--- src/rtl/demux1to16_deser.sv ---
// 1-to-N serial demultiplexer / deserializer: steers each valid bit into fill
// position sel and publishes the assembled word when position N-1 is written.
module demux1to16_deser #(
  parameter int N     = 16,
  parameter int SEL_W = $clog2(N)
) (
  input  logic             clk,
  input  logic             rst,
  input  logic             in,
  input  logic             in_valid,
  input  logic             load_sel,
  input  logic [SEL_W-1:0] sel_in,
  output logic [SEL_W-1:0] sel,
  output logic [N-1:0]     out,
  output logic             out_valid,
  output logic             busy
);

  localparam logic [SEL_W-1:0] LAST = SEL_W'(N - 1);

  logic [N-1:0]     fill;
  logic [SEL_W-1:0] p;
  logic             last_write;

  always_comb begin
    p          = load_sel ? sel_in : sel;
    last_write = in_valid && (p == LAST);
  end

  // sel, out_valid and busy depend only on control inputs, never on the data bit.
  always_ff @(posedge clk) begin
    if (rst) begin
      sel       <= '0;
      fill      <= '0;
      out       <= '0;
      out_valid <= 1'b0;
      busy      <= 1'b0;
    end else begin
      out_valid <= last_write;
      if (in_valid) begin
        fill[p] <= in;
        sel     <= p + SEL_W'(1);
        busy    <= !last_write;
        if (last_write)
          out <= {in, fill[N-2:0]};
      end else if (load_sel) begin
        sel <= sel_in;
      end
    end
  end

endmodule

--- config.mk ---
export PLATFORM = sky130hd
export DESIGN_NAME = demux1to16_deser
export DESIGN_NICKNAME = d
export VERILOG_FILES = /design/src/rtl/demux1to16_deser.sv
export SDC_FILE = /design/constraint.sdc
export NUM_CORES = 1
export LEC_CHECK = 0
export ABC_AREA = 1
export CAP_MARGIN = 0
export CORE_ASPECT_RATIO = 1.5
export CORE_MARGIN = 2
export CORE_UTILIZATION = 52
export CTS_BUF_LIST = sky130_fd_sc_hd__clkbuf_16
export DETAILED_ROUTE_END_ITERATION = 8
export PLACE_DENSITY_LB_ADDON = 0.2
export SLEW_MARGIN = 20
export SYNTH_ARGS = -nofsm -noshare
export SYNTH_HDL_FRONTEND = slang
export SYNTH_SLANG_ARGS = --single-unit
--- constraint.sdc ---
create_clock -name clk -period 1.85 [get_ports clk]
set_clock_uncertainty 0.05 [all_clocks]
set_input_delay 0.2775 -clock clk [delete_from_list [all_inputs] [get_ports clk]]
set_output_delay 0.2775 -clock clk [all_outputs]
set_load 0.005 [all_outputs]
After elaboration in Yosys (flattened, before gate mapping)
Cells that the tools add are included.
- bits in registers: 38
- input port bits: 9
- word-level logic and storage cells: 18
- $add $sub $neg: 1
- magnitude comparators: 2
- eq/ne operators: 1
- mux-type cells: 5
- reduce and logical (&&, ||, !) cells: 4
- operators with widths (cell ; number):
    16-bit bitwise mux ; 1
    4-bit two-way mux ; 2
    4-bit by 5-bit less-than comparator with 1-bit output (second input constant) ; 1
    4-bit by 1-bit adder with 4-bit output (second input constant) ; 1
    1-bit demux with 4-bit select ; 1
    4-bit == test (second input constant) ; 1
    4-bit by 1-bit greater-or-equal comparator with 1-bit output (second input constant) ; 1
    1-bit logical AND ; 2
    2-bit AND reduction ; 1
    1-bit zero test ; 1
    1-bit two-way mux ; 1

Logic depth before layout (Yosys ltp)
Gate-level depths: netlist of run 1.
- word-level depth: 6
- depth in mapped cells: 11

Worst setup path after synthesis of run 1
OpenSTA, ideal clock, no wires.
- path type: flip-flop to flip-flop
- from: reg sel[0]
- to: reg out[10]
- arrival time: 1.357 ns
- data required time: 1.687 ns
- setup slack: 0.330 ns
- stages on the path, launching flop included: 12
- buffers on the path: 1
- period minus slack after synthesis: 1.520 ns
- cells stage by stage: dfxtp_1 -> inv_1 -> nand2_1 -> nand2_1 -> inv_1 -> ha_1 -> nand2_1 -> inv_1 -> nand2_4 -> buf_6 -> nand3_1 -> nand2_1
- cells in the longest elaborated chain, start to end: 4
- RTL lines (item ; RTL line ; source):
    start: declaration ; 13 ; output logic [SEL_W-1:0] sel,
    start signal: assignment ; 42 ; sel <= p + SEL_W'(1);
    start signal: assignment ; 47 ; sel <= sel_in;
    4-bit two-way mux ; n/a ;
    4-bit == test ; 27 ; last_write = in_valid && (p == LAST);
    1-bit logical AND ; 27 ;
    2-bit AND reduction (no line) ; n/a ;
    end signal: assignment ; 45 ; out <= {in, fill[N-2:0]};
    end: declaration ; 14 ; output logic [N-1:0] out,
No other way between the ends.
A chain may end at the register's enable or synchronous reset.

Worst setup path after layout of run 1
- from: in sel_in[0]
- to: reg out[2]
- cells in the longest elaborated chain, start to end: 4
- RTL lines (item ; RTL line ; source):
    start: declaration ; 12 ; input logic [SEL_W-1:0] sel_in,
    4-bit two-way mux ; n/a ;
    4-bit == test ; 27 ;
    1-bit logical AND ; 27 ;
    2-bit AND reduction (no line) ; n/a ;
No other way between the ends.

==> out/results.ini, run 1 <==
[layout]
fin_area_um2=2327
multi_input_area_um2=833.3
final_nets=309
final_common_cell=nand2_1
regArea_um2=740.7
fillers=303
syn2layout_area_growth_pct=29.98
layout_common_cells=nand2_1 (71), nand3_1 (48), inv_1 (40)
drive_gt1_share_pct=11.45
antenna_cells=0

[timing]
rsz0062_at_grt=false
relSlewSlack_pct=67.89
min_period_ns=1.634
finalHoldViolations=0
post-route-period-util_pct=88.32
whs_ns=0.4123
drv_slew=0
setup_violations=0
tightest_slew_ns=0.4811
max_freq_mhz=612.1

[place]
gp_routability_congestion=0.7584
port_buffers=30
dpl.hpwl_um=2428
dpl_cell_area_um2=2182

[cts]
htreeDepth=2
cts_tree=yes
cts.path.max_buffers=2
cts_buffers=5
clock-sinks=37
clkLatencyLatePin_ns=0.28
clockRootBuffer=clkbuf_16
path_clk_slew_ns=0.06

[critical_path]
cp_slowest_cell=clkdlybuf4s50_1
max_stage_delay_ns=0.45
worst-path-buf-inv=4
reg2reg_slack_ns=0.33
crit_arrival_ns=1.81
crit_chain=clkdlybuf4s50_1 -> inv_1 -> nand2_1 -> nand2_1 -> inv_1 -> ha_1 -> nand2_1 -> buf_4 -> nor2_8 -> nand3_1 -> nand2_1
critPathCaptureType=register
reg2reg_to=out[2]$_SDFFE_PP0P_
critPathRequiredTime_ns=2.02
r2r_start=sel[0]$_SDFF_PP0_
crit_fanout=17
critPathTopFamily=buffers and inverters
r2r_cells=10
criticalPathCategory=input pin to register
start_kind=input pin
cp_common_cell=nand2_1
cp.depth=11

[drt]
drc=0
drtIter0Drc=32
viasPerCell=4.761
vias=1614
wire_per_inst_um=10.19
ant_nets=0
drt_pass1_iterations=4
wl_um=3453

[synth]
synth_cell_types=24
syn_inst=254
syn_area_per_cell_um2=7.049
ys_ff_latch=37
syn_nets=267
synth-seq-area-share_pct=41.37
yosysWarnings=0
synth_area_um2=1790

[floorplanning]
ioPinCount=31
num_rows=26
die-width_um=51.91
die_y_um=75.87
die_area_um2=3938
start_util_pct=53.44
core_um2=3351

[pwr]
p_per_area_nw_per_um2=812.6
power.leakage_nw=1.154
ir_worst_vdd_v=0.0006194

[min_path]
hp-class=register to register
holdCritStartpoint=out[15]$_SDFFE_PP0P_
min_to=out[15]$_SDFFE_PP0P_
holdPathStages=2

[status]
outcome=finished, final reports clean

[global_routing]
grt_usage_pct=19.72
grt_antenna_before_repair=0
grt_pass1_vias=1385
overflow=0
grt_max_degree=52
grt_first_pass_wirelength_um=5885

[job]
cap_violations=0

## per-layer routing
metal	share of wire (%)	GRT usage, %
met5	0	0
met4	1.8	7.895
met3	3.6	4.118
met1	44	22.97
met2	50	34.88
## logic make-up after synthesis
logic type	Yosys count	synth area share (%)
adders and majority gates	4	2.795
AOI/OAI and AO/OA	9	3.214
buffers and inverters	50	12.09
and+or+nand+nor	154	40.53
DFF	37	41.37
## how the worst max path moves through the flow
stage / start / slack (ns) / endpoint
after global routing: sel_in[0] / 0.04 / out[3]$_SDFFE_PP0P_
after detailed placement: load_sel / -0.26 / out[2]$_SDFFE_PP0P_
after floorplan: sel[0]$_SDFF_PP0_ / 0.33 / out[10]$_SDFFE_PP0P_
after CTS: load_sel / 0.03 / out[2]$_SDFFE_PP0P_
final: sel_in[0] / 0.22 / out[2]$_SDFFE_PP0P_
after global placement: load_sel / -0.20 / out[0]$_SDFFE_PP0P_
## repair_timing
item / CTS / global route
buffers inserted: 0 / 0
hold buffers: 0 / 0
resized for setup: 0 / 1
setup endpoints to repair: 0 / 31
## Yosys cell counts (all sizes together)
| cell type | number | area [um2] |
|---|---|---|
| nand2 | 77 | 329.1 |
| nand3 | 48 | 240.2 |
| inv | 41 | 153.9 |
| dfxtp | 37 | 740.7 |
| nor2 | 28 | 146.4 |
| buf | 8 | 58.80 |
| ha | 4 | 50.05 |
| a21oi | 3 | 15.01 |
| o21bai | 3 | 22.52 |
| clkinv | 1 | 3.750 |
| nor3 | 1 | 10.01 |
| o211ai | 1 | 7.510 |
| o21a | 1 | 7.510 |
| o21ai | 1 | 5.000 |
## registers in the layout (all words and copies together) (netlist names)
| register | cells |
|---|---|
| busy | 1 |
| out | 16 |
| out_valid | 1 |
| fill | 15 |
| sel | 4 |
## worst register-to-register path, cell delays in order (launching register included)
cell	delay, ns
dfxtp_1	0.32
inv_1	0.04
nand2_1	0.05
nand2_1	0.06
inv_1	0.09
ha_1	0.15
nand2_1	0.08
buf_4	0.17
nor2_8	0.23
nand3_1	0.13
nand2_1	0.09
## report_power, final
group          total (mW)  internal (mW)  switching (mW)
registers           0.831          0.819          0.0115
clock network       0.807          0.493           0.315
logic               0.253          0.106           0.147
## cell type report
cell class | count | share of cell area (%)
Multi-Input combinational cell | 167 | 35.81
Sequential cell | 37 | 31.83
Timing Repair Buffer | 43 | 17.20
Inverter | 42 | 6.774
Clock buffer | 5 | 5.376
Tap cell | 42 | 2.258
Clock inverter | 3 | 0.7527
## through the flow
stage	setup slack, ns	instances	setup TNS [ns]	total power, mW	util (%)
final	0.2162	339	0	1.891	69.45
after global routing	0.03945	339	0	1.961	69.45
after CTS	0.02907	339	0	1.908	69.38
after detailed placement	-0.2611	331	-6.632	1.101	65.12
after global placement	-0.1997	331	-4.758	1.096	65.12
after floorplan	0.3296	254	0	1.006	-
No activity file was read; power rests on OpenSTA's default activity.
==> run 2: changes to the inputs <==
--- a/config.mk
+++ b/config.mk
@@ -6,13 +6,13 @@
 export NUM_CORES = 1
 export LEC_CHECK = 0
 export ABC_AREA = 1
-export CAP_MARGIN = 0
 export CORE_ASPECT_RATIO = 1.5
 export CORE_MARGIN = 2
 export CORE_UTILIZATION = 52
 export CTS_BUF_LIST = sky130_fd_sc_hd__clkbuf_16
 export DETAILED_ROUTE_END_ITERATION = 8
 export PLACE_DENSITY_LB_ADDON = 0.2
+export SKIP_LAST_GASP = 1
 export SLEW_MARGIN = 20
 export SYNTH_ARGS = -nofsm -noshare
 export SYNTH_HDL_FRONTEND = slang
==> results of run 2 <==
The final DEF is identical to that of run 1; final timing and power are the same.
